--- config.mk ---
export PLATFORM = sky130hd
export DESIGN_NAME = i2c_master_txn_seq
export DESIGN_NICKNAME = d
export VERILOG_FILES = /design/src/rtl/i2c_master_txn_seq.sv
export SDC_FILE = /design/constraint.sdc
export NUM_CORES = 1
export LEC_CHECK = 0
export CORE_MARGIN = 2
export CORE_UTILIZATION = 43
export DETAILED_ROUTE_END_ITERATION = 8
export PLACE_DENSITY = 0.73
export SYNTH_ARGS = -nofsm -noshare
export SYNTH_HDL_FRONTEND = slang
export SYNTH_SLANG_ARGS = --single-unit
--- constraint.sdc ---
create_clock -name Clk -period 1.7 [get_ports Clk]
set_input_delay 0.17 -clock Clk [delete_from_list [all_inputs] [get_ports Clk]]
set_output_delay 0.17 -clock Clk [all_outputs]
set_load 0.01 [all_outputs]
--- src/rtl/i2c_master_txn_seq.sv ---
// i2c_master_txn_seq: register-transaction sequencer driving an I2C byte controller
// Optional feature macro: I2C_SEQ_TIMEOUT_EN (per-command watchdog, TO_W/TO_CYC).
// Ports:
//   Clk, Rst_n                      clock, asynchronous active-low reset
//   Req, Req_rnw, Dev_addr,
//   Reg_addr, Wr_data               host request (sampled only while idle)
//   Busy, Done, Rd_data,
//   Nack_err, Al_err, To_err        host status / results
//   Start, Stop, Read, Write,
//   Tx_ack, Txr                     byte-controller command (held until I2C_done)
//   Rxr, Rx_ack, I2C_done, I2C_al   byte-controller response
module i2c_master_txn_seq #(
    parameter int TO_W   = 16,
    parameter int TO_CYC = 50000
) (
    input  logic       Clk,
    input  logic       Rst_n,
    input  logic       Req,
    input  logic       Req_rnw,
    input  logic [6:0] Dev_addr,
    input  logic [7:0] Reg_addr,
    input  logic [7:0] Wr_data,
    output logic       Busy,
    output logic       Done,
    output logic [7:0] Rd_data,
    output logic       Nack_err,
    output logic       Al_err,
    output logic       To_err,
    output logic       Start,
    output logic       Stop,
    output logic       Read,
    output logic       Write,
    output logic       Tx_ack,
    output logic [7:0] Txr,
    input  logic [7:0] Rxr,
    input  logic       Rx_ack,
    input  logic       I2C_done,
    input  logic       I2C_al
);
    typedef enum logic [2:0] {IDLE, ADDR_W, REG, WDATA, RSTART, RDATA, NSTOP, FIN} state_t;

    state_t      state_q, state_d;
    logic        cmd_q, cmd_d;
    logic        rnw_q, rnw_d;
    logic [6:0]  dev_q, dev_d;
    logic [7:0]  reg_q, reg_d;
    logic [7:0]  wdat_q, wdat_d;
    logic        busy_q, busy_d;
    logic        done_q, done_d;
    logic [7:0]  rd_q, rd_d;
    logic        nack_q, nack_d;
    logic        al_q, al_d;
    logic        start_q, start_d;
    logic        stop_q, stop_d;
    logic        read_q, read_d;
    logic        write_q, write_d;
    logic        txack_q, txack_d;
    logic [7:0]  txr_q, txr_d;
    logic        accept, is_cmd, leave, tmo;

    assign accept = state_q == IDLE && Req;
    assign is_cmd = state_q != IDLE && state_q != FIN;
    // Completion only counts for a command actually on the bus; arbitration loss overrides it.
    assign leave  = cmd_q && I2C_done && !I2C_al;

`ifdef I2C_SEQ_TIMEOUT_EN
    logic [TO_W-1:0] wdog_q, wdog_d;
    logic            to_q, to_d;

    // wdog_q counts completed asserted cycles of the current command; the gap cycle clears it.
    assign tmo    = cmd_q && !I2C_done && wdog_q == TO_W'(TO_CYC - 1);
    assign wdog_d = (cmd_q && cmd_d) ? wdog_q + 1'b1 : '0;
    assign to_d   = accept ? 1'b0 : (is_cmd && !I2C_al && tmo) ? 1'b1 : to_q;
    assign To_err = to_q;

    always_ff @(posedge Clk or negedge Rst_n) begin
        if (!Rst_n) begin
            wdog_q <= '0;
            to_q   <= 1'b0;
        end else begin
            wdog_q <= wdog_d;
            to_q   <= to_d;
        end
    end
`else
    assign tmo    = 1'b0;
    assign To_err = 1'b0;
`endif

    always_ff @(posedge Clk or negedge Rst_n) begin
        if (!Rst_n) begin
            state_q <= IDLE;
            cmd_q   <= 1'b0;
            rnw_q   <= 1'b0;
            dev_q   <= '0;
            reg_q   <= '0;
            wdat_q  <= '0;
            busy_q  <= 1'b0;
            done_q  <= 1'b0;
            rd_q    <= '0;
            nack_q  <= 1'b0;
            al_q    <= 1'b0;
            start_q <= 1'b0;
            stop_q  <= 1'b0;
            read_q  <= 1'b0;
            write_q <= 1'b0;
            txack_q <= 1'b0;
            txr_q   <= '0;
        end else begin
            state_q <= state_d;
            cmd_q   <= cmd_d;
            rnw_q   <= rnw_d;
            dev_q   <= dev_d;
            reg_q   <= reg_d;
            wdat_q  <= wdat_d;
            busy_q  <= busy_d;
            done_q  <= done_d;
            rd_q    <= rd_d;
            nack_q  <= nack_d;
            al_q    <= al_d;
            start_q <= start_d;
            stop_q  <= stop_d;
            read_q  <= read_d;
            write_q <= write_d;
            txack_q <= txack_d;
            txr_q   <= txr_d;
        end
    end

    always_comb begin
        state_d = state_q;
        if (state_q == IDLE)
            state_d = Req ? ADDR_W : IDLE;
        else if (state_q == FIN)
            state_d = IDLE;
        else if (I2C_al || tmo)
            state_d = FIN;
        else if (leave)
            case (state_q)
                ADDR_W:  state_d = Rx_ack ? NSTOP : REG;
                REG:     state_d = Rx_ack ? NSTOP : (rnw_q ? RSTART : WDATA);
                RSTART:  state_d = Rx_ack ? NSTOP : RDATA;
                default: state_d = FIN;
            endcase
    end

    always_comb begin
        // A command state spends one cycle with nothing asserted, then holds its command until done.
        cmd_d   = is_cmd && !I2C_al && !tmo && !leave;
        start_d = cmd_d && (state_q == ADDR_W || state_q == RSTART);
        write_d = cmd_d && (state_q == ADDR_W || state_q == REG || state_q == WDATA || state_q == RSTART);
        stop_d  = cmd_d && (state_q == WDATA || state_q == RDATA || state_q == NSTOP);
        read_d  = cmd_d && state_q == RDATA;
        txack_d = read_d;
        txr_d   = !cmd_d ? 8'h00 :
                  (state_q == REG)   ? reg_q :
                  (state_q == WDATA) ? wdat_q :
                  (state_q == RDATA || state_q == NSTOP) ? 8'h00 :
                  {dev_q, state_q == RSTART};
        busy_d  = state_d != IDLE && state_d != FIN;
        done_d  = state_d == FIN;
        rnw_d   = accept ? Req_rnw : rnw_q;
        dev_d   = accept ? Dev_addr : dev_q;
        reg_d   = accept ? Reg_addr : reg_q;
        wdat_d  = accept ? Wr_data : wdat_q;
        rd_d    = (leave && state_q == RDATA) ? Rxr : rd_q;
        nack_d  = accept ? 1'b0 :
                  (leave && state_q == WDATA) ? Rx_ack :
                  (leave && state_q == NSTOP) ? 1'b1 : nack_q;
        al_d    = accept ? 1'b0 : (is_cmd && I2C_al) ? 1'b1 : al_q;
    end

    assign Busy     = busy_q;
    assign Done     = done_q;
    assign Rd_data  = rd_q;
    assign Nack_err = nack_q;
    assign Al_err   = al_q;
    assign Start    = start_q;
    assign Stop     = stop_q;
    assign Read     = read_q;
    assign Write    = write_q;
    assign Tx_ack   = txack_q;
    assign Txr      = txr_q;
endmodule

Yosys cells after proc, flatten, opt, wreduce, memory -nomap -nowiden
Index checks and enable logic that the tools add are counted.
Storage, ports and cells
  output and inout port bits: 26
  input port bits: 38
  register bits after elaboration: 52
Operators by class
  eq/ne operators: 10
  reduce and logical (&&, ||, !) cells: 29
  muxes and demuxes: 19
Operator list (count)
  8-bit two-way mux: 4
  3-bit two-way mux: 7
  3-bit == test, second input constant: 5
  1-bit logical AND: 15
  3-bit one-hot mux with 3 select lines: 1
  3-bit nonzero test: 3
  1-bit logical OR: 7
  3-bit by 2-bit == test with 1-bit output, second input constant: 2
  1-bit two-way mux: 6
  3-bit != test, second input constant: 2
  3-bit by 1-bit == test with 1-bit output, second input constant: 1
  3-bit zero test: 1
  1-bit zero test: 2
  2-bit two-way mux: 1
  2-bit nonzero test: 1

Depth between registers and ports, before layout
  depth after elaboration: 9
  mapped depth: 7
  depth with buffers taken out: 6

Worst setup path before layout
OpenSTA, ideal clock, no wires.
  path kind: reg2reg
  start: register state_q[0]
  end: register rnw_q
  clock period less this slack: 1599 ps
  setup slack: 101 ps
  cell stages (with the launch flop): 7
  arrival time: 1474 ps
  required time: 1575 ps
  library setup time: 125 ps
  cells stage by stage: dfrtp_1 buf_6 nor2_1 and3_1 buf_2 buf_6 mux2_2
On the way
  longest elaborated chain between the ends: 2
Ends and longest elaborated chain
  start, declared: line 42  | state_t state_q, state_d;
  start signal, assigned: line 110  | state_q <= state_d;
  3-bit zero test: line 61  | assign accept = state_q == IDLE && Req;
  1-bit logical AND: line 61
  end signal, assigned: line 112  | rnw_q <= rnw_d;
  end, declared: line 44  | logic rnw_q, rnw_d;
No other way between the ends.
A chain may end at the register's enable or synchronous reset.

Final worst setup path
  start: register state_q[2]
  end: register busy_q, in the netlist Busy
On the way
  longest elaborated chain between the ends: 8
  elaborated cells on any way between the ends: 13
  classes of those cells: eq/ne: 5; mux: 5; reduce/logical: 3
Ends and longest elaborated chain
  3-bit == test, or another cell as far along: line 139  | case (state_q)
  3-bit one-hot mux with 3 select lines: line 139
  3-bit two-way mux: line 138  | else if (leave)
  3-bit two-way mux: line 136  | else if (I2C_al || tmo)
  3-bit two-way mux: line 134  | else if (state_q == FIN)
  3-bit two-way mux (*): line 132  | if (state_q == IDLE)
  net state_d[1]: line 42
  3-bit != test or 3-bit nonzero test (tied branches): line 160  | busy_d = state_d != IDLE && state_d != FIN;
  1-bit logical AND (*): line 160
  net busy_d: line 48  | logic busy_q, busy_d;
  end signal, assigned: line 116  | busy_q <= busy_d;
  end, declared: line 48
The timed path passes the listed nets; every way through them passes the cells marked *.

==> results.cfg <==
[floorplan]
die_area_um2 = 6150
die_h_um = 78.5
row_count = 27
fp.dieW_um = 78.5
io_pins = 64
core_um2 = 5440
start_util_pct = 43.8

[synthesis]
synthTopCellsByArea = dfrtp_1 (55%), mux2_2 (12%), mux2_1 (6.6%)
synth_flop_cell = dfrtp_1
synth_cell_type_count = 42
synth_top_area_share_pct = 54.6
synth-edff-count = 0
yosys_warnings = 0
avgSynthCellArea_um2 = 12.5
ys_async_sr_fraction_pct = 100
netlist_instances = 191
syn_nets = 229
yosysSeqAreaShare_pct = 54.6
syn_area_um2 = 2380
ys_ff_latch = 52
synth_top_area_cell = dfrtp_1

[layout]
final_cell_area_um2 = 3470
diodes = 0
drive_gt1_share_pct = 30.6
final_util_pct = 63.7
area_delta_synth_final_pct = 45.5
num-nets-final = 319

[timing]
clock.fmax_ghz = 0.570
min_period_ns = 1.76
relSlewSlack_pct = 63.4
fin_ws_ns = -0.0557
fin_crit_sh_pct = 103
rsz0062_at_grt = yes
setup_violations = 2
fin_worst_skew_ns = 0.00670
hold_viol = 0
worst_pin_slew_ns = 0.549
slew_viol_final = 0

[worst_setup_path]
crit_path_max_fanout = 7
cp.required_ns = 1.88
criticalPathCategory = register to register
crit_slowest_cell = dfrtp_2
cp-start-kind = register
r2r_end = Busy$_DFF_PN0_
cp-startpoint = state_q[2]$_DFF_PN0_
regToRegSetupSlack_ns = -0.06
rr_startpoint = state_q[2]$_DFF_PN0_
crit_family = compound AO/OA/AOI/OAI gates
arrival_ns = 1.93
path_cells = buf_4 > nor3b_4 > a22o_1 > o311ai_4 > inv_2 > nor2_2 > mux2i_1
endpoint_kind = register
cp_slowest_stage_delay_ns = 0.47
cp_num_buf_inv = 2
r2r_cells = 7

[power_and_ir_drop]
power.density_nw_per_um2 = 1650
ir_drop_mv = 0.761
finalPower_uw = 5700
p_leak_uw = 0.00152

[global_route]
grt_pass1_vias = 1868
grt_overflow = 0
grt_pass1_wl_um = 8630
grt_max_degree = 30
antenna_found_initial = 0
track_usage_pct = 18.1

[routing]
drc = 0
viasPerCell = 5.10
finalWirelength_um = 5190
wl_per_cell_um = 14.7
drt_iter0_markers = 111
drt.antenna.violating_nets = 0
drt-pass1-iter-count = 4
vias = 1801

[placed_design]
portBuffers = 62
gp_congestion = 0.901
hpwl_um = 3530
dpl-instance-area_um2 = 3220

[clocking]
clkTransAtPathRegs_ns = 0.09
clockBufferDepth = 2
clock-sinks = 52
htree_levels = 2
insertion_delay_ns = 0.31
cts_made_buffers = 5
cts_root_buffer = clkbuf_8
cts_tree = built

[run]
drv_cap = 0

[status]
violations = setup timing
status = complete, but fails checks

[worst_hold_path]
hp-class = input port to async pin
-- repair_timing --
| action | 4_1_cts | 5_1_grt |
|---|---|---|
| pin swaps | 0 | 4 |
| hold endpoints to repair | 23 | 0 |
| buffers inserted | 0 | 9 |
| setup endpoints to repair | 1 | 4 |
| resized for setup | 6 | 8 |
| gates cloned | 0 | 1 |
| hold buffers | 1 | 0 |
-- layer usage --
metal	track usage (%)	up-vias	wire length [µm]
li1	-	848	-
met1	23.0	884	2230
met2	30.7	60	2580
met3	3.10	9	289
met4	7.37	0	95
met5	0	-	0
-- area by class of cell --
cell class                      count  area [µm²]
Multi-Input combinational cell    121        1020
Inverter                            5        18.8
Tap cell                           72        90.1
Fill cell                         427        1970
Timing Repair Buffer               96         942
Sequential cell                    52        1310
Clock inverter                      1        8.76
Clock buffer                        6        82.6
-- power by group --
| part | leakage (µW) | internal [µW] | switching [µW] |
|---|---|---|---|
| sequential | 0.000650 | 1780 | 308 |
| clock | 0.0000473 | 325 | 395 |
| combinational | 0.000826 | 1680 | 1220 |
| total | 0.00152 | 3780 | 1930 |
-- through the flow --
step | instances | TNS (ns) | setup slack [ns] | hold slack (ns)
after global routing | 353 | -0.454 | -0.106 | 0.444
final | 353 | -0.0784 | -0.0557 | 0.370
after floorplan | 191 | 0 | 0.101 | -0.126
after global placement | 335 | -0.0970 | -0.0607 | 0.185
after detailed placement | 335 | -0.190 | -0.134 | 0.187
after CTS | 343 | 0 | 0.0125 | 0.385
-- synth_stat cells (3+ instances only) --
cell	n
buf_4	3
dfrtp_1	52
clkbuf_1	3
a22oi_1	7
mux2_2	26
inv_1	3
nor3_1	5
nor2b_1	4
nor2_1	21
a21oi_1	10
buf_6	4
mux2_1	14
-- state kept, by name (all words and copies together), names as in the netlist --
signal    flops
rnw_q         1
Nack_err      1
Txr           8
Done          1
Busy          1
Stop          1
reg_q         8
Tx_ack        1
dev_q         7
state_q       3
Start         1
wdat_q        8
cmd_q         1
Write         1
Al_err        1
Rd_data       8
-- worst reg2reg max path, stage by stage, from the launching register on --
cell and delay (ns):
dfrtp_2 0.47, buf_4 0.16, nor3b_4 0.15, a22o_1 0.24, o311ai_4 0.34, inv_2 0.07
nor2_2 0.10, mux2i_1 0.11
-- cell families (layout without fill, tap and decap cells) --
kind of cell	after synthesis	in the layout	synth area share [%]
AO/OA/AOI/OAI	31	31	9.66
XOR/XNOR	1	1	0.368
buffers and inverters	18	108	4.67
flip-flops	52	52	54.6
multiplexers	41	41	19.3
other	1	1	0.157
AND/OR/NAND/NOR	47	47	11.2
-- worst max-delay path by stage --
stage / to / slack [ns] / cells after the start
after global placement: Busy$_DFF_PN0_ / -0.06 / 7
after CTS: Busy$_DFF_PN0_ / 0.01 / 7
after floorplan: rnw_q$_DFFE_PN0P_ / 0.10 / 6
after global routing: Busy$_DFF_PN0_ / -0.11 / 8
final: Busy$_DFF_PN0_ / -0.06 / 7
after detailed placement: Busy$_DFF_PN0_ / -0.13 / 7
-- cells in the final DEF (no fill, tap or decap), drive strengths merged, types with 3 or more instances in the layout --
cell	count
a22oi	8
dfrtp	52
o21ai	3
inv	5
nor2b	4
buf	33
clkdlybuf4s50	61
mux2	40
clkbuf	7
nor2	23
nor3	6
a21oi	10
(Power assumes the default switching activity.)
